--- src/rtl/aes_pkg.sv ---
// Shared AES decryption definitions: GF(2^8) helpers for the InvMixColumns
// coefficients, engine FSM state encoding and datapath widths.
package aes_pkg;

    localparam int         COL_W    = 32;
    localparam int         STATE_W  = 128;
    localparam int         NUM_COLS = STATE_W / COL_W;
    localparam logic [7:0] GF_POLY  = 8'h1B;   // low byte of x^8+x^4+x^3+x+1

    typedef enum logic [1:0] {
        IDLE = 2'd0,
        BUSY = 2'd1,
        DONE = 2'd2
    } fsm_state_t;

    // Multiply by x in GF(2^8), folding the carry back in with the reduction byte.
    function automatic logic [7:0] xtime(input logic [7:0] b);
        return {b[6:0], 1'b0} ^ (b[7] ? GF_POLY : 8'h00);
    endfunction

    // The four inverse coefficients share one xtime chain of depth 3:
    // 09 = x3^1, 0b = x3^x1^1, 0d = x3^x2^1, 0e = x3^x2^x1.
    function automatic logic [7:0] gf_mul_09(input logic [7:0] b);
        logic [7:0] x1, x2, x3;
        x1 = xtime(b);
        x2 = xtime(x1);
        x3 = xtime(x2);
        return x3 ^ b;
    endfunction

    function automatic logic [7:0] gf_mul_0b(input logic [7:0] b);
        logic [7:0] x1, x2, x3;
        x1 = xtime(b);
        x2 = xtime(x1);
        x3 = xtime(x2);
        return x3 ^ x1 ^ b;
    endfunction

    function automatic logic [7:0] gf_mul_0d(input logic [7:0] b);
        logic [7:0] x1, x2, x3;
        x1 = xtime(b);
        x2 = xtime(x1);
        x3 = xtime(x2);
        return x3 ^ x2 ^ b;
    endfunction

    function automatic logic [7:0] gf_mul_0e(input logic [7:0] b);
        logic [7:0] x1, x2, x3;
        x1 = xtime(b);
        x2 = xtime(x1);
        x3 = xtime(x2);
        return x3 ^ x2 ^ x1;
    endfunction

endpackage

--- src/rtl/inv_mix_columns_iter_if.sv ---
// Valid/ready bus carrying a full AES state into and out of the engine.
interface inv_mix_columns_iter_if;
    import aes_pkg::*;

    logic               in_valid;
    logic               in_ready;
    logic [STATE_W-1:0] state_in;
    logic               out_valid;
    logic               out_ready;
    logic [STATE_W-1:0] state_out;

    // Upstream/downstream side that feeds states and takes results.
    modport master (
        output in_valid,
        output state_in,
        output out_ready,
        input  in_ready,
        input  out_valid,
        input  state_out
    );

    // Engine side.
    modport slave (
        input  in_valid,
        input  state_in,
        input  out_ready,
        output in_ready,
        output out_valid,
        output state_out
    );

endinterface

--- src/rtl/inv_mix_col.sv ---
// Combinational InvMixColumns for one 32-bit column; row 0 byte is the MSB.
module inv_mix_col
    import aes_pkg::*;
(
    input  logic [COL_W-1:0] col,
    output logic [COL_W-1:0] mixed
);

    logic [7:0] s [4];

    // Each output row is the same circulant row of coefficients rotated by
    // the row index: 0e on its own byte, then 0b, 0d, 09 on the following ones.
    for (genvar gi = 0; gi < 4; gi++) begin : g_row
        assign s[gi] = col[COL_W-1-8*gi -: 8];
        assign mixed[COL_W-1-8*gi -: 8] = gf_mul_0e(s[gi])
                                        ^ gf_mul_0b(s[(gi+1)%4])
                                        ^ gf_mul_0d(s[(gi+2)%4])
                                        ^ gf_mul_09(s[(gi+3)%4]);
    end

endmodule

--- src/rtl/inv_mix_columns_iter.sv ---
// Iterative InvMixColumns engine: loads a 128-bit state, runs one column per
// clock through a single shared column unit, then holds the result until taken.
module inv_mix_columns_iter
    import aes_pkg::*;
(
    input  logic                 clk,
    input  logic                 rst_n,
    inv_mix_columns_iter_if.slave bus
);

    fsm_state_t         state;
    logic [1:0]         col_cnt;
    logic [STATE_W-1:0] work_reg;
    logic [STATE_W-1:0] work_wb;
    logic [COL_W-1:0]   cols [NUM_COLS];
    logic [COL_W-1:0]   col_in;
    logic [COL_W-1:0]   col_out;

    // Split the working state into columns and build the write-back image
    // where only the column currently addressed by col_cnt is replaced.
    for (genvar gi = 0; gi < NUM_COLS; gi++) begin : g_col
        assign cols[gi] = work_reg[STATE_W-1-COL_W*gi -: COL_W];
        assign work_wb[STATE_W-1-COL_W*gi -: COL_W] =
            (col_cnt == 2'(gi)) ? col_out : cols[gi];
    end

    assign col_in = cols[col_cnt];

    inv_mix_col u_col (
        .col   (col_in),
        .mixed (col_out)
    );

    // Handshake outputs come from the registered state; in DONE the engine can
    // take a new state in the same cycle the current result leaves.
    assign bus.in_ready  = (state == IDLE) || ((state == DONE) && bus.out_ready);
    assign bus.out_valid = (state == DONE);
    assign bus.state_out = work_reg;

    // FSM, column counter and working register; col_cnt wraps 3->0 as the
    // last column is written, so it is already 0 for the next state.
    always_ff @(posedge clk or negedge rst_n) begin
        if (!rst_n) begin
            state    <= IDLE;
            col_cnt  <= 2'd0;
            work_reg <= '0;
        end else begin
            case (state)
                IDLE: begin
                    if (bus.in_valid) begin
                        work_reg <= bus.state_in;
                        col_cnt  <= 2'd0;
                        state    <= BUSY;
                    end
                end
                BUSY: begin
                    work_reg <= work_wb;
                    col_cnt  <= col_cnt + 2'd1;
                    if (col_cnt == 2'd3) begin
                        state <= DONE;
                    end
                end
                DONE: begin
                    if (bus.out_ready) begin
                        if (bus.in_valid) begin
                            work_reg <= bus.state_in;
                            col_cnt  <= 2'd0;
                            state    <= BUSY;
                        end else begin
                            state <= IDLE;
                        end
                    end
                end
                default: begin
                    state   <= IDLE;
                    col_cnt <= 2'd0;
                end
            endcase
        end
    end

endmodule

--- src/flat_wrapper.sv ---
// flat-port wrapper written by rule: the top's interface ports become plain ports
module inv_mix_columns_iter_flat import aes_pkg::*;
  (clk, rst_n, bus_in_valid, bus_state_in, bus_out_ready, bus_in_ready, bus_out_valid, bus_state_out);
  inv_mix_columns_iter_if bus_i ();
  input  logic clk;
  input  logic rst_n;
  input wire logic [$bits(bus_i.in_valid)-1:0] bus_in_valid;
  input wire logic [$bits(bus_i.state_in)-1:0] bus_state_in;
  input wire logic [$bits(bus_i.out_ready)-1:0] bus_out_ready;
  output wire logic [$bits(bus_i.in_ready)-1:0] bus_in_ready;
  output wire logic [$bits(bus_i.out_valid)-1:0] bus_out_valid;
  output wire logic [$bits(bus_i.state_out)-1:0] bus_state_out;
  assign bus_i.in_valid = bus_in_valid;
  assign bus_i.state_in = bus_state_in;
  assign bus_i.out_ready = bus_out_ready;
  assign bus_in_ready = bus_i.in_ready;
  assign bus_out_valid = bus_i.out_valid;
  assign bus_state_out = bus_i.state_out;
  inv_mix_columns_iter u_core (.clk(clk), .rst_n(rst_n), .bus(bus_i));
endmodule
--- config.mk ---
export PLATFORM = sky130hd
export DESIGN_NAME = inv_mix_columns_iter_flat
export DESIGN_NICKNAME = d
export VERILOG_FILES = /design/src/rtl/aes_pkg.sv /design/src/rtl/inv_mix_columns_iter_if.sv /design/src/rtl/inv_mix_col.sv /design/src/rtl/inv_mix_columns_iter.sv /design/src/flat_wrapper.sv
export SDC_FILE = /design/constraint.sdc
export NUM_CORES = 1
export LEC_CHECK = 0
export CAP_MARGIN = 20
export CORE_AREA = 5 5 178 180
export CTS_CLUSTER_DIAMETER = 30
export DETAILED_ROUTE_END_ITERATION = 12
export DIE_AREA = 0 0 183 185
export GPL_TIMING_DRIVEN = 1
export MAX_ROUTING_LAYER = met4
export SKIP_LAST_GASP = 1
export SLEW_MARGIN = 20
export SYNTH_ARGS = -nofsm -noshare
export SYNTH_HDL_FRONTEND = slang
export SYNTH_SLANG_ARGS = --single-unit
--- constraint.sdc ---
create_clock -name clk -period 3.6 [get_ports clk]
set_input_delay 0.72 -clock clk [delete_from_list [all_inputs] [get_ports clk]]
set_output_delay 0.72 -clock clk [all_outputs]
set_load 0.1 [all_outputs]
# After elaboration in Yosys (flattened, before gate mapping)
# Cells that the tools add are included.
[op_classes] add_sub_neg=1 magnitude_cmp=1 eq_ne=11 n_mux=30 n_bitwise=49 n_reduce_logical=10
[op_table] operator="$pmux W128 S3" n=1
[op_table] operator="$xor A8 B8 Y8" n=38
[op_table] operator="$mux W128" n=2
[op_table] operator="$mux W32" n=6
[op_table] operator="$xor A8 B5 Y8" n=10
[op_table] operator="$bmux W32 S2" n=1
[op_table] operator="$mux W5" n=12
[op_table] operator="$reduce_and A3 Y1" n=5
[op_table] operator="$pmux W2 S3" n=2
[op_table] operator="$mux W2" n=5
[op_table] operator="$ne A2 B1 Y1 const B" n=4
[op_table] operator="$eq A2 B2 Y1 const B" n=3
[op_table] operator="$eq A2 B1 Y1 const B" n=2
[op_table] operator="$logic_not A2 Y1" n=2
[op_table] operator="$ne A2 B2 Y1 const B" n=2
[op_table] operator="$ge A3 B3 Y1 const B" n=1
[op_table] operator="$not A2 Y3" n=1
[op_table] operator="$reduce_bool A3 Y1" n=1
[op_table] operator="$add A2 B1 Y2 const B" n=1
[op_table] operator="$logic_and A1 B1 Y1" n=1
[op_table] operator="$logic_or A1 B1 Y1" n=1
[op_table] operator="$mux W1" n=1
[word_totals] regBits=132 output_inout_bits=130 elab_cells=108

# Depth between registers and ports, before layout
# Gate-level depths: netlist of run 1.
[logic_depth] word_depth=17 mapped_depth=10 depth_no_buf=7

# Hierarchy
# From an unflattened synthesis of run 1, not the netlist that was laid out.
[hier_totals] hier_cells=866 area_unflattened_um2=9746.8
[by_module_without_submodules] module="inv_mix_columns_iter" instances=1 cells_per_inst=652 area_per_inst_um2=7340.8 seq_area_each_um2=3303.2
[by_module_without_submodules] module="inv_mix_col" instances=1 cells_per_inst=214 area_per_inst_um2=2406.1 seq_area_each_um2=0.0

# Worst setup path after synthesis of run 1
# No wires, ideal clock.
[synth_timing] kind="input -> register" from="in bus_out_ready" to="reg u_core.work_reg[27], in the netlist u_core.bus.state_out[27]" arrival_ns=3.440 slack_ns=0.038 stages=7 path_buffers=1 cell_sequence="inv_1 -> a21oi_1 -> nand2_1 -> nand2_1 -> clkbuf_1 -> nand2_1 -> o22a_1"
[synth_between] elab_chain_cells=2
[synth_lines] element="start, declared" line_no="flat_wrapper.sv:9" rtl="input wire logic [$bits(bus_i.out_ready)-1:0] bus_out_ready;"
[synth_lines] element="$ne A2 B2 Y1 (no source line)"
[synth_lines] element="$reduce_and A3 Y1 (no source line)"
[synth_lines] element="end signal, assigned" line_no="inv_mix_columns_iter.sv:51" rtl="work_reg <= bus.state_in;"
[synth_lines] element="end signal, assigned" line_no="inv_mix_columns_iter.sv:57" rtl="work_reg <= work_wb;"
[synth_lines] element="end signal, assigned" line_no="inv_mix_columns_iter.sv:66" rtl="work_reg <= bus.state_in;"
[synth_lines] element="end, declared" line_no="inv_mix_columns_iter.sv:13" rtl="logic [STATE_W-1:0] work_reg;"
# No other way between the ends.
# A chain may end at the register's enable or synchronous reset.

# Final worst setup path of run 1
[layout_timing] from="reg u_core.col_cnt[0]" to="reg u_core.work_reg[60], in the netlist u_core.bus.state_out[60]"
[layout_between] elab_chain_cells=15 elab_cells_between_ends=42 classes_between="eq/ne: 2; mux: 16; bitwise: 23; reduce/logical: 1"
[layout_lines] element="start, declared" line_no="inv_mix_columns_iter.sv:12" rtl="logic [1:0] col_cnt;"
[layout_lines] element="start signal, assigned" line_no="inv_mix_columns_iter.sv:58" rtl="col_cnt <= col_cnt + 2'd1;"
[layout_lines] element="$not A2 Y3 (not written as such)" line_no="inv_mix_columns_iter.sv:27" rtl="assign col_in = cols[col_cnt];"
[layout_lines] element="$bmux W32 S2" line_no="inv_mix_columns_iter.sv:27"
[layout_lines] element="$mux W32 (not written as such) (2 in a row)" line_no="inv_mix_columns_iter.sv:27"
[layout_lines] element="$xor A8 B8 Y8 / $xor A8 B5 Y8 (equally long branches)"
[layout_lines] element="$mux W5 (tied with other cells)"
[layout_lines] element="$xor A8 B5 Y8 (tied with other cells)"
[layout_lines] element="$xor A8 B8 Y8 / $xor A8 B5 Y8 (equally long branches)"
[layout_lines] element="$xor A8 B8 Y8 (on tied branches)"
[layout_lines] element="$xor A8 B8 Y8 (on tied branches)" line_no="aes_pkg.sv:52, aes_pkg.sv:36"
[layout_lines] element="$xor A8 B8 Y8" line_no="inv_mix_col.sv:16" rtl="^ gf_mul_0b(s[(gi+1)%4])"
[layout_lines] element="$xor A8 B8 Y8" line_no="inv_mix_col.sv:17" rtl="^ gf_mul_0d(s[(gi+2)%4])"
[layout_lines] element="$xor A8 B8 Y8" line_no="inv_mix_col.sv:18" rtl="^ gf_mul_09(s[(gi+3)%4]);"
[layout_lines] element="$mux W32" line_no="inv_mix_columns_iter.sv:24" rtl="(col_cnt == 2'(gi)) ? col_out : cols[gi];"
[layout_lines] element="$pmux W128 S3" line_no="inv_mix_columns_iter.sv:48" rtl="case (state)"
# Parallel ways exist; a longest one is shown, timed or not. The select of a mux whose other input is x is not followed.

==> impl_metrics.prom, run 1 <==
# TYPE chip_impl_metric gauge
chip_impl_info{name="worst_hold_path_type",value="input port to async pin"} 1
chip_impl_metric{name="globalRouteOverflowTotal",unit=""} 0
chip_impl_metric{name="setup_viol",unit=""} 0
chip_impl_metric{name="synth.ff_latch_count",unit=""} 132
chip_impl_info{name="worstSetupStartpointType",value="flip-flop"} 1
chip_impl_info{name="synth_ff_type",value="sky130_fd_sc_hd__dfrtp_1"} 1
chip_impl_metric{name="design.core.area",unit="sq um"} 30030
chip_impl_metric{name="synthesis.yosys.warnings",unit=""} 0
chip_impl_metric{name="pin_count_of_the_biggest_net_entering_global_routing",unit=""} 76
chip_impl_metric{name="post_cts.repair.setup_buffers",unit=""} 0
chip_impl_metric{name="ctsResizeCount",unit=""} 0
chip_impl_metric{name="first_pass_grt_wire_length",unit="um"} 46720
chip_impl_metric{name="yosys-mux-area-fraction",unit="%"} 8.231
chip_impl_metric{name="synth_unique_cells",unit=""} 34
chip_impl_metric{name="fmax",unit="GHz"} 0.3105
chip_impl_metric{name="timing.final.max_slew_violations",unit=""} 0
chip_impl_metric{name="detailed_place_hpwl",unit="um"} 23940
chip_impl_info{name="clock-root-buffer",value="sky130_fd_sc_hd__clkbuf_16"} 1
chip_impl_metric{name="syn-num-nets",unit=""} 992
chip_impl_metric{name="maxCapViolations",unit=""} 0
chip_impl_metric{name="place.gp.congestion",unit=""} 0.9036
chip_impl_metric{name="via_per_inst",unit=""} 4.867
chip_impl_metric{name="ys_seq_area_share",unit="%"} 37.53
chip_impl_metric{name="effective_utilization_at_floorplan",unit="%"} 29.31
chip_impl_metric{name="crit_fanout",unit=""} 20
chip_impl_metric{name="tightest_slew",unit="ns"} 1.035
chip_impl_metric{name="clock_tree.buffer_depth",unit=""} 2
chip_impl_info{name="critical_path.startpoint",value="u_core.col_cnt[0]"} 1
chip_impl_metric{name="portBuffers",unit=""} 261
chip_impl_info{name="final_cell_mix",value="sky130_fd_sc_hd__clkdlybuf4s50_1, sky130_fd_sc_hd__nand2_1, sky130_fd_sc_hd__dfrtp_1"} 1
chip_impl_metric{name="post_synth_instance_area",unit="sq um"} 8801
chip_impl_info{name="tritoncts_clock_tree",value="done"} 1
chip_impl_metric{name="synthToLayoutAreaGrowth",unit="%"} 40.52
chip_impl_metric{name="cts_htree_levels",unit=""} 4
chip_impl_metric{name="rows",unit=""} 64
chip_impl_metric{name="post_route_cells_drive_above_1_share",unit="%"} 12.52
chip_impl_metric{name="route.detailed.wl_per_inst",unit="um"} 20.75
chip_impl_metric{name="post-route-drc-count",unit=""} 0
chip_impl_metric{name="first_pass_iters",unit=""} 5
chip_impl_metric{name="synth-edff-count",unit=""} 0
chip_impl_info{name="largest_family_of_logic_cells_by_synthesized_area",value="XOR/XNOR gates"} 1
chip_impl_metric{name="antenna_found_initial",unit=""} 0
chip_impl_metric{name="post_synth_and_or_nand_nor_area_fraction",unit="%"} 13.61
chip_impl_metric{name="critical_path_arrival",unit="ns"} 3.59
chip_impl_metric{name="routed_wirelength",unit="um"} 31260
chip_impl_metric{name="post_cts_hold_buffer_count",unit=""} 0
chip_impl_metric{name="cts_buffers",unit=""} 17
chip_impl_metric{name="minimum_clock_period_after_layout",unit="ns"} 3.221
chip_impl_info{name="outcome",value="finished, final reports clean"} 1
chip_impl_metric{name="overall_fraction_of_global_route_tracks_in_use",unit="%"} 18.72
chip_impl_info{name="leading_cell_type_in_the_layout_fill_and_taps_excluded",value="sky130_fd_sc_hd__clkdlybuf4s50_1"} 1
chip_impl_metric{name="setup_total_negative_slack",unit="ns"} 0
chip_impl_metric{name="synthAdderAreaFrac",unit="%"} 0.5687
chip_impl_metric{name="synthesis.instances",unit=""} 856
chip_impl_metric{name="cts.sink_count",unit=""} 132
chip_impl_metric{name="clk_latency",unit="ns"} 0.43
chip_impl_metric{name="worst_clock_skew_on_the_final_layout",unit="ns"} 0.01353
chip_impl_metric{name="clkSlewWorstSetupHoldPaths",unit="ns"} 0.07
chip_impl_metric{name="area_share_of_xor_xnor_cells_in_the_synthesized_design",unit="%"} 24.72
chip_impl_metric{name="final_nets",unit=""} 1233
chip_impl_metric{name="dieHeight",unit="um"} 185
chip_impl_metric{name="dr_total_vias",unit=""} 7334
chip_impl_metric{name="post_synth.cell_area_avg",unit="sq um"} 10.28
chip_impl_metric{name="die-area",unit="sq um"} 33860
chip_impl_metric{name="async_reset_ff_share",unit="%"} 100.0
chip_impl_metric{name="drt.antenna.violating_nets",unit=""} 0
chip_impl_info{name="timing_worst_setup_path_type",value="flip-flop to flip-flop"} 1
chip_impl_info{name="kind_of_capture_point_of_the_worst_setup_path",value="flip-flop"} 1
chip_impl_info{name="worstReg2RegStart",value="u_core.col_cnt[0]"} 1
chip_impl_metric{name="timing_hold_violations_final",unit=""} 0
chip_impl_metric{name="design.portCount",unit=""} 262
chip_impl_info{name="rsz0062_at_grt",value="no"} 1
chip_impl_metric{name="timing.slew.headroom",unit="%"} 30.77
chip_impl_metric{name="synth_compound_area_share",unit="%"} 11.80
chip_impl_metric{name="drt_first_iter_violations",unit=""} 457
chip_impl_metric{name="first_global_vias",unit=""} 7608
chip_impl_metric{name="fp.dieW",unit="um"} 183
chip_impl_metric{name="crit_required",unit="ns"} 3.97
chip_impl_metric{name="layout_worst_path_cycle_share",unit="%"} 89.46
registers in the layout, indices dropped and copies added, names as in the netlist:
register,count
u_core.col_cnt,2
u_core.state,2
u_core.bus.state_out,128
logic make-up (layout without fill, tap and decap cells):
family	Yosys count	in the layout
fa+ha+maj	4	4
other cells	0	1
xor+xnor	180	180
buf+inv	62	316
flops	132	132
compound gates	139	139
simple gates	307	307
mux	32	32
through the flow:
| step | util (%) | cell area (sq um) | cells | worst slack [ns] | hold WS [ns] |
|---|---|---|---|---|---|
| 2_1_floorplan | - | 8801 | 856 | 0.03836 | 0.4244 |
| 6_report | 41.18 | 12370 | 1507 | 0.3793 | 0.2407 |
| 5_1_grt | 41.18 | 12360 | 1506 | 0.2422 | 0.2691 |
| 3_5_place_dp | 39.32 | 11810 | 1474 | 0.3865 | 0.5173 |
| 4_1_cts | 41.18 | 12360 | 1506 | 0.3692 | 0.2542 |
| 3_3_place_gp | 39.32 | 11810 | 1474 | 0.4292 | 0.5109 |
worst max-delay path, cell delays in order (launching register included):
cell and delay (ns):
sky130_fd_sc_hd__dfrtp_2 0.41, sky130_fd_sc_hd__buf_12 0.20, sky130_fd_sc_hd__mux4_2 0.67, sky130_fd_sc_hd__xor2_4 0.31
sky130_fd_sc_hd__xnor3_2 0.54, sky130_fd_sc_hd__xnor2_2 0.21, sky130_fd_sc_hd__xnor3_1 0.46, sky130_fd_sc_hd__nor2_2 0.19
sky130_fd_sc_hd__o22a_1 0.18
metal layers:
layer  vias to the layer above  GRT usage [%]  share of wire (%)  wire length, um
met4                         0          6.257                2.9              911
met1                      3683          22.29                 40            12500
met5                         -              -                  0                0
li1                       3424              -                  -                -
met3                        49          3.260                4.3             1343
met2                       178          32.26                 53            16510
cell type report:
cell class              instances  area (sq um)
multi-input cells             662          5204
clock inverters                15         131.4
flip-flops and latches        132          3306
inverters                       3         11.26
diodes                          1         2.502
clock buffers                  17         425.4
well taps                     396         495.5
repair buffers                281          2791
fillers                      2986         17660
cells in the mapped netlist, drive strengths merged (3+ instances only):
master | n | area share (%)
nand2 | 221 | 9.4
dfrtp | 132 | 38
xnor2 | 117 | 13
nor2 | 75 | 3.4
o22a | 72 | 7.2
a31oi | 52 | 3.7
clkbuf | 41 | 1.7
mux4 | 32 | 8.2
xor2 | 32 | 3.7
xnor3 | 29 | 7.4
buf | 18 | 1.7
a21oi | 11 | 0.63
ha | 4 | 0.57
inv | 3 | 0.13
or2 | 3 | 0.21
worst paths after layout:
path                                                  end  slack (ns)  depth (start not counted)
worst max-delay path             u_core.bus.state_out[60]        0.38                          8
worst min-delay path            u_core.bus.state_out[105]        0.24                          1
worst max register to register   u_core.bus.state_out[60]        0.38                          8
worst min register to register   u_core.bus.state_out[52]        0.53                          1
max in group asynchronous        u_core.bus.state_out[98]        2.63                          2
min in group clk                 u_core.bus.state_out[52]        0.53                          1
Power of run 1 is left out: the tool's default activity adds up to more than one toggle a clock period on the data nets, which glitch-free logic cannot reach.
==> inputs of run 2 (changes only) <==
Settings changed: CORE_AREA 5 5 178 180 to 2 2 175 177, CTS_CLUSTER_SIZE from default to 24, DIE_AREA 0 0 183 185 to 0 0 177 179, HOLD_SLACK_MARGIN from default to 0.15.
==> run 2 against run 1 <==
Compared with the run above:
- count of clock-buffer cells in the layout is 2 higher
- cell area is 0.58% higher
- die area is 6.4% lower
- wire length is 0.91% lower
- clock skew hardly changed
- largest cell class unchanged
- highest routed layer unchanged
==> impl_metrics.prom, run 2 (synthesized netlist as in run 1, its figures left out) <==
# TYPE chip_impl_metric gauge
chip_impl_metric{name="portBuffers",unit=""} 261
chip_impl_info{name="critical_path.cell_chain",value="buf_12 -> mux4_2 -> xnor3_1 -> xnor3_1 -> xnor2_2 -> or2_2 -> nand3_1 -> a31oi_1"} 1
chip_impl_metric{name="routed_wirelength",unit="um"} 30980
chip_impl_metric{name="critical_path_buf_inv_count",unit=""} 1
chip_impl_info{name="kind_of_capture_point_of_the_worst_setup_path",value="flip-flop"} 1
chip_impl_metric{name="worst-r2r-cell-count",unit=""} 8
chip_impl_metric{name="drt_first_iter_violations",unit=""} 398
chip_impl_metric{name="route.detailed.wl_per_inst",unit="um"} 20.42
chip_impl_info{name="outcome",value="finished, final reports clean"} 1
chip_impl_metric{name="antenna_found_initial",unit=""} 0
chip_impl_metric{name="clkSlewWorstSetupHoldPaths",unit="ns"} 0.07
chip_impl_metric{name="cts_htree_levels",unit=""} 4
chip_impl_info{name="tritoncts_clock_tree",value="done"} 1
chip_impl_info{name="rsz0062_at_grt",value="no"} 1
chip_impl_metric{name="design.core.area",unit="sq um"} 30030
chip_impl_info{name="crit_family",value="XOR/XNOR gates"} 1
chip_impl_metric{name="met2_usage",unit="%"} 35.04
chip_impl_metric{name="clock_tree.buffer_depth",unit=""} 2
chip_impl_metric{name="via_per_inst",unit=""} 4.879
chip_impl_info{name="cp_slowest_cell",value="sky130_fd_sc_hd__mux4_2"} 1
chip_impl_metric{name="design.portCount",unit=""} 262
chip_impl_metric{name="dr_total_vias",unit=""} 7401
chip_impl_metric{name="worst_clock_skew_on_the_final_layout",unit="ns"} 0.01350
chip_impl_metric{name="tightest_slew",unit="ns"} 1.050
chip_impl_info{name="clock-root-buffer",value="sky130_fd_sc_hd__clkbuf_16"} 1
chip_impl_metric{name="layout_worst_path_cycle_share",unit="%"} 91.59
chip_impl_metric{name="post_cts.repair.setup_buffers",unit=""} 0
chip_impl_metric{name="final-seq-area",unit="sq um"} 3308
chip_impl_metric{name="cts.sink_count",unit=""} 132
chip_impl_metric{name="minimum_clock_period_after_layout",unit="ns"} 3.297
chip_impl_metric{name="detailed_place_hpwl",unit="um"} 23350
chip_impl_info{name="final_cell_mix",value="sky130_fd_sc_hd__clkdlybuf4s50_1, sky130_fd_sc_hd__nand2_1, sky130_fd_sc_hd__dfrtp_1"} 1
chip_impl_metric{name="first_global_vias",unit=""} 7774
chip_impl_info{name="leading_cell_type_in_the_layout_fill_and_taps_excluded",value="sky130_fd_sc_hd__clkdlybuf4s50_1"} 1
chip_impl_metric{name="timing.slew.headroom",unit="%"} 29.78
chip_impl_metric{name="synthToLayoutAreaGrowth",unit="%"} 41.33
chip_impl_metric{name="overall_fraction_of_global_route_tracks_in_use",unit="%"} 20.32
chip_impl_metric{name="crit_required",unit="ns"} 3.87
chip_impl_info{name="grt-busiest-layer",value="met2"} 1
chip_impl_metric{name="pin_count_of_the_biggest_net_entering_global_routing",unit=""} 85
chip_impl_info{name="timing_worst_setup_path_type",value="flip-flop to flip-flop"} 1
chip_impl_metric{name="critical_path.max_stage_delay",unit="ns"} 0.71
chip_impl_info{name="worst_hold_path_type",value="input port to async pin"} 1
chip_impl_metric{name="grt.met3_usage",unit="%"} 3.032
chip_impl_metric{name="clk_latency",unit="ns"} 0.43
chip_impl_info{name="worstSetupStartpointType",value="flip-flop"} 1
chip_impl_metric{name="dieHeight",unit="um"} 179
chip_impl_metric{name="fp.dieW",unit="um"} 177
chip_impl_metric{name="post-route-drc-count",unit=""} 0
chip_impl_metric{name="crit_fanout",unit=""} 17
chip_impl_metric{name="number_of_flip_flops_in_the_largest_register",unit=""} 128
chip_impl_metric{name="place.gp.congestion",unit=""} 0.8941
chip_impl_metric{name="fmax",unit="GHz"} 0.3033
chip_impl_metric{name="nFillCells",unit=""} 2959
chip_impl_metric{name="stages_on_worst_setup_path",unit=""} 8
chip_impl_metric{name="setup_total_negative_slack",unit="ns"} 0
chip_impl_metric{name="first_pass_iters",unit=""} 5
chip_impl_metric{name="timing_hold_violations_final",unit=""} 0
chip_impl_metric{name="timing.final.max_slew_violations",unit=""} 0
chip_impl_metric{name="die-area",unit="sq um"} 31680
chip_impl_metric{name="final_nets",unit=""} 1243
chip_impl_metric{name="drt.antenna.violating_nets",unit=""} 0
chip_impl_metric{name="setup_viol",unit=""} 0
chip_impl_metric{name="globalRouteOverflowTotal",unit=""} 0
chip_impl_metric{name="maxCapViolations",unit=""} 0
chip_impl_metric{name="effective_utilization_at_floorplan",unit="%"} 29.31
chip_impl_metric{name="critical_path_arrival",unit="ns"} 3.57
chip_impl_metric{name="multi_input_gate_area",unit="sq um"} 5204
chip_impl_info{name="cpMostUsedCell",value="sky130_fd_sc_hd__xnor3_1"} 1
chip_impl_metric{name="grt.met1_usage",unit="%"} 24.35
chip_impl_metric{name="first_pass_grt_wire_length",unit="um"} 46500
chip_impl_metric{name="post_route_cells_drive_above_1_share",unit="%"} 12.86
chip_impl_metric{name="rows",unit=""} 64
chip_impl_metric{name="cts_buffers",unit=""} 17
-- run 2: changes by cell type in the layout (fill, tap and decap cells not counted), sizes merged --
cell           change
buf                +5
clkdlybuf4s50      +5
clkinv             -5
clkbuf             +2
clkinvlp           +2
inv                +1
-- run 2: repair_timing --
action / CTS / global route
endpoints found under the setup margin: 0 / 8
hold buffers: 0 / 0
resized for setup: 0 / 1
-- run 2: worst paths after layout --
kind	to	slack, ns	from
worst max-delay path	u_core.bus.state_out[85]	0.30	u_core.col_cnt[0]
worst min-delay path	u_core.bus.state_out[72]	0.28	rst_n
worst max register to register	u_core.bus.state_out[85]	0.30	u_core.col_cnt[0]
worst min register to register	u_core.bus.state_out[119]	0.54	u_core.bus.state_out[119]
max in group asynchronous	u_core.col_cnt[0]	2.47	rst_n
min in group clk	u_core.bus.state_out[119]	0.54	u_core.bus.state_out[119]
-- run 2: routing by layer --
layer | vias to the layer above | share of wire, %
li1 | 3460 | -
met1 | 3703 | 41
met2 | 188 | 53
met3 | 50 | 3.6
met4 | 0 | 2.4
met5 | - | 0
-- run 2: layout make-up --
cell class	instances	share of cell area (%)
flip-flops and latches	132	26.60
diodes	1	0.02012
clock buffers	19	3.641
inverters	3	0.09053
repair buffers	291	22.84
multi-input cells	662	41.84
clock inverters	13	0.9858
well taps	396	3.983
-- run 2: worst reg2reg max path: stages, from the launching register on --
cell                      delay (ns)
sky130_fd_sc_hd__dfrtp_4        0.57
sky130_fd_sc_hd__buf_12         0.26
sky130_fd_sc_hd__mux4_2         0.72
sky130_fd_sc_hd__xnor3_1        0.43
sky130_fd_sc_hd__xnor3_1        0.41
sky130_fd_sc_hd__xnor2_2        0.18
sky130_fd_sc_hd__or2_2          0.30
sky130_fd_sc_hd__nand3_1        0.16
sky130_fd_sc_hd__a31oi_1        0.11
-- run 2: per-stage QoR --
step | area (sq um) | hold WS, ns | std cells | utilization [%] | setup WS (ns)
2_1_floorplan | 8801 | 0.4244 | 856 | - | 0.03836
3_3_place_gp | 11860 | 0.5163 | 1484 | 39.49 | 0.2747
3_5_place_dp | 11860 | 0.5221 | 1484 | 39.49 | 0.2053
4_1_cts | 12430 | 0.3205 | 1516 | 41.40 | 0.1747
5_1_grt | 12440 | 0.3260 | 1516 | 41.41 | 0.02291
6_report | 12440 | 0.2847 | 1517 | 41.42 | 0.3026
Power of run 2 is left out for the same reason.
